<file path="src/rtl/tl_router_param.sv">
// tl_router_param: routes words from one input FIFO to N_PORTS output FIFOs selected by each word's top bits.
// Ports: i_clk, i_reset (async, active-low); i_init holds INIT and captures i_umbral_alto/i_umbral_bajo;
//   i_push_in/i_data_in write the input FIFO; i_pop_out[k] pops port k onto o_data_out[k*DATA_W +: DATA_W];
//   o_out_empty/o_out_almost_full/o_out_almost_empty and o_in_full/o_in_empty are FIFO flags;
//   i_req/i_idx read a per-port pop counter on o_counter_out/o_counter_valid; o_state, o_error_out report the FSM.
module tl_router_param #(
   parameter int DATA_W     = 12,
   parameter int N_PORTS    = 4,
   parameter int IN_AW      = 2,
   parameter int OUT_AW     = 3,
   parameter int CNT_W      = 5,
   parameter int STALL_MODE = 0,
   localparam int SEL_W     = $clog2(N_PORTS),
   localparam int TH_W      = OUT_AW + 1
) (
   input  logic                        i_clk,
   input  logic                        i_reset,
   input  logic                        i_init,
   input  logic [TH_W-1:0]             i_umbral_alto,
   input  logic [TH_W-1:0]             i_umbral_bajo,
   input  logic                        i_push_in,
   input  logic [DATA_W-1:0]           i_data_in,
   input  logic [N_PORTS-1:0]          i_pop_out,
   output logic [N_PORTS*DATA_W-1:0]   o_data_out,
   output logic [N_PORTS-1:0]          o_out_empty,
   output logic [N_PORTS-1:0]          o_out_almost_full,
   output logic [N_PORTS-1:0]          o_out_almost_empty,
   output logic                        o_in_full,
   output logic                        o_in_empty,
   input  logic                        i_req,
   input  logic [SEL_W-1:0]            i_idx,
   output logic [CNT_W-1:0]            o_counter_out,
   output logic                        o_counter_valid,
   output logic [2:0]                  o_state,
   output logic                        o_error_out
);
   typedef enum logic [2:0] {
      ST_RESET  = 3'd0,
      ST_INIT   = 3'd1,
      ST_IDLE   = 3'd2,
      ST_ACTIVE = 3'd3,
      ST_ERROR  = 3'd4
   } state_t;
   state_t r_state, w_next;
   logic [DATA_W-1:0] r_in_mem [2**IN_AW];
   logic [IN_AW-1:0] r_in_wp, r_in_rp;
   logic [IN_AW:0] r_in_cnt, w_in_cnt_nxt;
   logic [TH_W-1:0] r_alto, r_bajo;
   logic r_cv;
   logic [CNT_W-1:0] r_co;
   logic w_run, w_pop_ok, w_push, w_route, w_stall, w_flush, w_any, w_rd;
   logic [DATA_W-1:0] w_head;
   logic [SEL_W-1:0] w_dest;
   logic [N_PORTS-1:0] w_full, w_nz;
   logic [N_PORTS-1:0][CNT_W-1:0] w_pop_cnt;
   assign w_run = r_state == ST_IDLE || r_state == ST_ACTIVE;
   assign w_pop_ok = w_run || r_state == ST_ERROR;
   assign w_head = r_in_mem[r_in_rp];
   assign w_dest = w_head[DATA_W-1 -: SEL_W];
   // count is one bit wider than the pointers, so its MSB alone marks a full FIFO
   assign o_in_full = r_in_cnt[IN_AW];
   assign o_in_empty = r_in_cnt == '0;
   assign w_push = w_run && i_push_in && !o_in_full;
   assign w_stall = (STALL_MODE != 0) ? o_out_almost_full[w_dest] : |o_out_almost_full;
   assign w_route = w_run && !o_in_empty && !w_full[w_dest] && !w_stall;
   assign w_in_cnt_nxt = r_in_cnt + (IN_AW+1)'(w_push) - (IN_AW+1)'(w_route);
   // IDLE/ACTIVE follow the contents the FIFOs will hold after this edge
   assign w_any = w_in_cnt_nxt != '0 || |w_nz;
   assign w_flush = w_next == ST_INIT;
   assign w_rd = i_req && r_state == ST_IDLE;
   assign o_state = r_state;
   assign o_error_out = r_state == ST_ERROR;
   assign o_counter_out = r_co;
   assign o_counter_valid = r_cv;
   always_comb begin
      w_next = r_state;
      if (r_state != ST_RESET && i_push_in && o_in_full) w_next = ST_ERROR;
      else if (r_state == ST_RESET) w_next = ST_INIT;
      else if (r_state == ST_INIT) w_next = i_init ? ST_INIT : ST_IDLE;
      else if (w_run) w_next = i_init ? ST_INIT : (w_any ? ST_ACTIVE : ST_IDLE);
      else w_next = ST_ERROR;
   end
   always_ff @(posedge i_clk) if (w_push) r_in_mem[r_in_wp] <= i_data_in;
   always_ff @(posedge i_clk or negedge i_reset) begin
      if (!i_reset) begin
         r_state <= ST_RESET;
         r_in_wp <= '0;
         r_in_rp <= '0;
         r_in_cnt <= '0;
         r_alto <= '0;
         r_bajo <= '0;
         r_cv <= 1'b0;
         r_co <= '0;
      end else begin
         r_state <= w_next;
         if (r_state == ST_INIT) begin
            r_alto <= i_umbral_alto;
            r_bajo <= i_umbral_bajo;
         end
         r_cv <= w_rd;
         r_co <= w_rd ? w_pop_cnt[i_idx] : '0;
         if (w_flush) begin
            r_in_wp <= '0;
            r_in_rp <= '0;
            r_in_cnt <= '0;
         end else begin
            if (w_push) r_in_wp <= r_in_wp + IN_AW'(1);
            if (w_route) r_in_rp <= r_in_rp + IN_AW'(1);
            r_in_cnt <= w_in_cnt_nxt;
         end
      end
   end
   for (genvar k = 0; k < N_PORTS; k++) begin : g_port
      logic [DATA_W-1:0] r_mem [2**OUT_AW];
      logic [OUT_AW-1:0] r_wp, r_rp;
      logic [TH_W-1:0] r_cnt, w_cnt_nxt;
      logic [CNT_W-1:0] r_pops;
      logic [DATA_W-1:0] r_dout;
      logic w_in, w_out;
      assign w_in = w_route && w_dest == SEL_W'(k);
      assign w_out = i_pop_out[k] && r_cnt != '0 && w_pop_ok;
      assign w_cnt_nxt = r_cnt + TH_W'(w_in) - TH_W'(w_out);
      assign w_full[k] = r_cnt[OUT_AW];
      assign w_nz[k] = w_cnt_nxt != '0;
      assign w_pop_cnt[k] = r_pops;
      assign o_out_empty[k] = r_cnt == '0;
      assign o_out_almost_full[k] = r_cnt >= r_alto;
      assign o_out_almost_empty[k] = r_cnt <= r_bajo;
      assign o_data_out[k*DATA_W +: DATA_W] = r_dout;
      always_ff @(posedge i_clk) if (w_in) r_mem[r_wp] <= w_head;
      always_ff @(posedge i_clk or negedge i_reset) begin
         if (!i_reset) begin
            r_wp <= '0;
            r_rp <= '0;
            r_cnt <= '0;
            r_pops <= '0;
            r_dout <= '0;
         end else begin
            if (w_out) r_dout <= r_mem[r_rp];
            if (w_flush) begin
               r_wp <= '0;
               r_rp <= '0;
               r_cnt <= '0;
               r_pops <= '0;
            end else begin
               if (w_in) r_wp <= r_wp + OUT_AW'(1);
               if (w_out) r_rp <= r_rp + OUT_AW'(1);
               if (w_out) r_pops <= r_pops + CNT_W'(1);
               r_cnt <= w_cnt_nxt;
            end
         end
      end
   end
endmodule

</file>
<file path="config.mk">
export PLATFORM = sky130hd
export DESIGN_NAME = tl_router_param
export DESIGN_NICKNAME = d
export VERILOG_FILES = /design/src/rtl/tl_router_param.sv
export SDC_FILE = /design/constraint.sdc
export NUM_CORES = 1
export LEC_CHECK = 0
export CAP_MARGIN = 20
export CORE_MARGIN = 8
export CORE_UTILIZATION = 32
export CTS_BUF_LIST = sky130_fd_sc_hd__clkbuf_4
export CTS_CLUSTER_SIZE = 30
export DETAILED_ROUTE_END_ITERATION = 16
export PLACE_DENSITY = 0.57
export SYNTH_ARGS = -nofsm -noshare
export SYNTH_HDL_FRONTEND = slang
export SYNTH_SLANG_ARGS = --single-unit
export TNS_END_PERCENT = 1
</file>
<file path="constraint.sdc">
create_clock -name i_clk -period 8.7 [get_ports i_clk]
set_input_delay 2.61 -clock i_clk [delete_from_list [all_inputs] [get_ports i_clk]]
set_output_delay 2.61 -clock i_clk [all_outputs]
set_load 0.005 [all_outputs]
</file>
Word-level counts from Yosys, hierarchy flattened
Memory sizes are Yosys's and may differ from the RTL's. A register that Yosys moved wholly into a read port is not among the register bits.
Index checks and enable logic that the tools add are counted.

word-level totals
  bits in registers = 84
  RAM bits = 432
  output and inout port bits = 72
  word-level logic and storage cells = 186
  memories kept = 5

cells by class
  add/subtract/negate cells = 24
  magnitude comparators = 10
  eq/ne operators = 8
  mux-type cells = 55
  reductions and logical operators = 60

memories
  name             depth  width  read ports  clocked after memory_dff  write ports  line  RTL
  g_port[0].r_mem  8      12     1           1                         1            114   logic [DATA_W-1:0] r_mem [2**OUT_AW];
  g_port[1].r_mem  8      12     1           1                         1            114
  g_port[2].r_mem  8      12     1           1                         1            114
  g_port[3].r_mem  8      12     1           1                         1            114
  r_in_mem         4      12     1           0                         1            45    logic [DATA_W-1:0] r_in_mem [2**IN_AW];

operators by type and width
  cell                                                                    count
  3-bit 2-to-1 mux                                                        21
  5-bit 2-to-1 mux                                                        10
  4-bit nonzero test                                                      8
  3-bit by 1-bit adder with 3-bit output (second input constant)          8
  5-bit by 1-bit adder with 5-bit output (second input constant)          4
  1-bit logical AND                                                       20
  2-bit nonzero test                                                      10
  4-bit by 1-bit adder with 4-bit output                                  4
  4-bit greater-or-equal comparator                                       4
  4-bit less-or-equal comparator                                          4
  4-bit zero test                                                         4
  4-bit 2-to-1 mux                                                        4
  4-bit by 1-bit subtractor with 4-bit output                             4
  1-bit 2-to-1 mux                                                        12
  2-bit 2-to-1 mux                                                        6
  5-bit binary-select mux with 2-bit select                               1
  1-bit zero test                                                         8
  4-bit OR reduction                                                      2
  3-bit by 1-bit equality test with 1-bit output (second input constant)  2
  3-bit by 2-bit equality test with 1-bit output (second input constant)  2
  3-bit zero test                                                         2
  2-bit by 3-bit < comparator with 1-bit output (second input constant)   2
  3-bit nonzero test                                                      2
  2-bit by 1-bit adder with 2-bit output (second input constant)          2
  other kinds (8)                                                         11

Longest topological paths before layout
An unclocked memory read counts as a cell.

  depth in word-level cells = 20
  mapped depth = 18
  depth with buffers taken out = 17

Worst setup path after synthesis
Ideal clock, no wire load.

  path type = in2reg
  start point = in i_push_in
  end point = reg r_state[0] (netlist: o_state[0])
  data arrival time = 4823 ps
  data required time = 8562 ps
  path slack = 3739 ps
  stages = 12
  path buffers = 0
  path through = nor3b_1 -> inv_1 -> ha_1 -> inv_1 -> ha_1 -> inv_1 -> fa_1 -> nand3_1 -> nor3_1 -> nand4_1 -> o41ai_1 -> o21ai_0

on the way
  cells in the longest elaborated chain, start to end = 12

RTL lines
  item                                         line  RTL
  start, declared                              21    input logic i_push_in,
  1-bit logical AND (2 in a row)               63    assign w_push = w_run && i_push_in && !o_in_full;
  3-bit by 1-bit adder with 3-bit output       66    assign w_in_cnt_nxt = r_in_cnt + (IN_AW+1)'(w_push) - (IN_AW+1)'(w_route);
  3-bit by 1-bit subtractor with 3-bit output  66
  3-bit nonzero test                           68    assign w_any = w_in_cnt_nxt != '0 || |w_nz;
  1-bit logical OR                             68
  1-bit 2-to-1 mux                             80    else if (w_run) w_next = i_init ? ST_INIT : (w_any ? ST_ACTIVE : ST_IDLE);
  2-bit 2-to-1 mux                             80
  3-bit 2-to-1 mux                             80
  3-bit 2-to-1 mux                             79    else if (r_state == ST_INIT) w_next = i_init ? ST_INIT : ST_IDLE;
  3-bit 2-to-1 mux                             78    else if (r_state == ST_RESET) w_next = ST_INIT;
  3-bit 2-to-1 mux (*)                         77    if (r_state != ST_RESET && i_push_in && o_in_full) w_next = ST_ERROR;
  named net w_next[0]                          44    state_t r_state, w_next;
  end signal, assigned                         95    r_state <= w_next;
  end, declared                                44

The timed path passes the listed nets; every way through them passes the cells marked *.
A chain may end at the register's enable or synchronous reset.

Worst setup path in the final report
  start point = reg r_bajo[1]
  end point = out o_out_almost_empty[0]

on the way
  cells in the longest elaborated chain, start to end = 1

RTL lines
  item                            line  RTL
  start, declared                 48    logic [TH_W-1:0] r_alto, r_bajo;
  start signal, assigned          98    r_bajo <= i_umbral_bajo;
  4-bit less-or-equal comparator  128   assign o_out_almost_empty[k] = r_cnt <= r_bajo;
  end, declared                   27    output logic [N_PORTS-1:0] o_out_almost_empty,

No other way between the ends.

==> out/qor.yml <==
cells_and_area:
  layout_common_cells: "432 x edfxtp_1, 242 x clkbuf_4, 132 x dfrtp_1"
  syn2layout_area_growth_pct: 19.3
  num-nets-final: 1705
  drive_above_1_share_pct: 25.9
  fin_util_pct: 38.3
  design_area_sq_um: 27700
  final_common_cell: "edfxtp_1"
sta:
  period_share_pct: 63.9
  final.setup_skew_ns: 0.0743
  worst_pin_slew_ns: 1.03
  setup_tns_ns: 0
  final-setup-viol-count: 0
  rsz0062_at_grt: "no"
  period_needed_ns: 5.56
  maxSlewViolCount: 0
  hold_violations: 0
  max_freq_ghz: 0.180
  slew_headroom_pct: 31.2
placement:
  place_area_sq_um: 25600
  place.gp.congestion: 0.803
  io_buffers: 102
  place_hpwl_um: 34100
power:
  vdd_drop_max_v: 0.000127
  p_leak_nw: 9.81
  power_density_nw_per_um2: 271
clocking:
  cts.sinks: 564
  cts_htree_levels: 4
  path_clk_slew_ns: 0.06
  clock_latency_ns: 0.95
  max-clock-path-buffers: 3
  cts_hold_buffers: 0
  cts-root-buf: "clkbuf_4"
  ctsResizeCount: 0
  cts_setup_buffers: 0
  cts_buffers: 149
  cts_tree: "yes"
setup_path:
  worstPathRequired_ns: 6.09
  crit_start: "r_bajo[1]"
  end_kind: "primary output"
  critPathCapture: "o_out_almost_empty[0]"
  critical_path_class: "register to primary output"
  reg2reg_depth: 17
  worstPathMaxFanout: 5
  startpoint_type: "register"
  crit-reg2reg-launch: "r_in_rp[1]"
  cp.arrival_ns: 2.95
  ff2ff_setup_slack_ns: 3.78
  reg2reg_to: "o_state[0]"
floorplan:
  num_rows: 99
  dieArea_sq_um: 81500
  floorplan.initialDensity_pct: 32.1
  fp.coreArea_sq_um: 72500
  die_x_um: 285
  die-height_um: 285
  pin_count: 103
grt:
  grt_pass1_vias: 13600
  grt_use_met2_pct: 21.2
  grt-busiest-layer: "met2"
  antenna_found_initial: 7
  globalRouteOverflowTotal: 0
  grt_first_pass_wirelength_um: 81400
  track_usage_pct: 13.2
  grtUsageMet3_pct: 3.53
  grt_max_degree: 98
  met1_usage_pct: 17.2
detailed_routing:
  wl_per_cell_um: 20.0
  drc: 0
  ant_nets: 0
  drtIter0Drc: 869
  num_vias: 12700
  wl_um: 53600
  viasPerCell: 4.72
  dr.pass1.iters: 5
min_path:
  hold_path.class: "register to register"
logic_synthesis:
  synth-seq-cells: 564
  avgSynthCellArea_sq_um: 17.2
  synth_warnings: 0
  syn_inst: 1353
  async_reset_ff_share_pct: 23.4
  synth_edf_count: 432
  ys.flop_type: "edfxtp_1"
  yosysUniqueCellTypes: 49
  ys_seq_area_share_pct: 70.0
  syn_area_sq_um: 23200
  synth_nets: 1459
job:
  cap_violations: 0
run_status:
  status: "completed"
## worst min path at each step
| stage | cells past startpoint | slack, ns | start | endpoint |
|---|---|---|---|---|
| 6_report | 2 | 0.48 | g_port[0].r_dout[2] | g_port[0].r_dout[2] |
| 5_1_grt | 2 | 0.51 | g_port[1].r_dout[3] | g_port[1].r_dout[3] |
| 4_1_cts | 2 | 0.49 | g_port[0].r_dout[2] | g_port[0].r_dout[2] |
| 3_5_place_dp | 2 | 0.47 | g_port[0].r_dout[2] | g_port[0].r_dout[2] |
| 3_3_place_gp | 2 | 0.47 | g_port[1].r_dout[11] | g_port[1].r_dout[11] |
| 2_1_floorplan | 2 | 0.47 | g_port[0].r_dout[0] | g_port[0].r_dout[0] |
## per-layer routing
metal | share of wire (%) | vias to the layer above
li1 | - | 5791
met1 | 45 | 6468
met2 | 48 | 354
met3 | 5.5 | 68
met4 | 1.7 | 0
met5 | 0 | -
## cell usage after synthesis, drive strengths merged (11+ instances only)
cell type,n,area share [%]
ha,70,3.8
inv,54,0.87
nor2b,18,0.48
buf,18,0.36
xor2,20,0.75
dfrtp,132,14
nand4,11,0.30
nand2,95,1.5
clkbuf,36,0.58
xnor2,15,0.57
nand3,17,0.37
nor3,13,0.28
mux2i,54,2.4
mux4,112,11
a21oi,30,0.65
o21ai,65,1.4
nand2b,17,0.59
nor2,81,1.3
edfxtp,432,56
## final cells by class
type / count / area [sq um]
fillers: 6758 / 44700
flip-flops and latches: 564 / 16300
multi-input cells: 681 / 6550
well taps: 959 / 1200
clock buffers: 242 / 1820
repair buffers: 149 / 1420
diodes: 7 / 17.5
inverters: 54 / 203
clock inverters: 30 / 239
## stage by stage
step / total power, mW / instances / setup slack (ns) / hold slack [ns]
detailed placement: 5.17 / 2406 / 2.30 / 0.473
finish: 7.53 / 2686 / 3.14 / 0.476
floorplan: 4.35 / 1353 / 3.74 / 0.473
CTS: 7.67 / 2678 / 2.96 / 0.486
global route: 7.97 / 2686 / 2.88 / 0.506
global placement: 5.12 / 2403 / 2.41 / 0.466
## report_power, final
part / switching [mW] / leakage, nW / internal (mW) / total [mW]
sequential: 0.168 / 5.63 / 3.13 / 3.29
combinational: 0.930 / 2.94 / 0.845 / 1.78
clock: 1.08 / 1.23 / 1.38 / 2.46
total: 2.18 / 9.81 / 5.35 / 7.53
## logic make-up after synthesis
logic type      share of synthesized area [%]
flops                                    70.0
simple gates                             5.62
mux                                      13.5
compound gates                           3.50
buf+inv                                  1.81
fa+ha+maj                                4.20
xor+xnor                                 1.32
## state kept, by name, indices dropped and copies added, names as in the netlist, 5 cells and up
name	count
g_port.r_wp	12
g_port.r_cnt	16
g_port.r_dout	48
o_counter_out	5
r_in_mem	48
g_port.r_pops	20
g_port.r_mem	384
g_port.r_rp	12
## worst max-delay path, cell delays in order (launching register included)
cell	delay [ns]
dfrtp_1	0.36
inv_1	0.18
ha_1	0.28
nor2b_1	0.13
o21ai_0	0.14
nand2b_1	0.09
a21oi_1	0.16
a41o_1	0.14
clkdlybuf4s50_1	0.53
No activity file was read; power rests on OpenSTA's default activity.
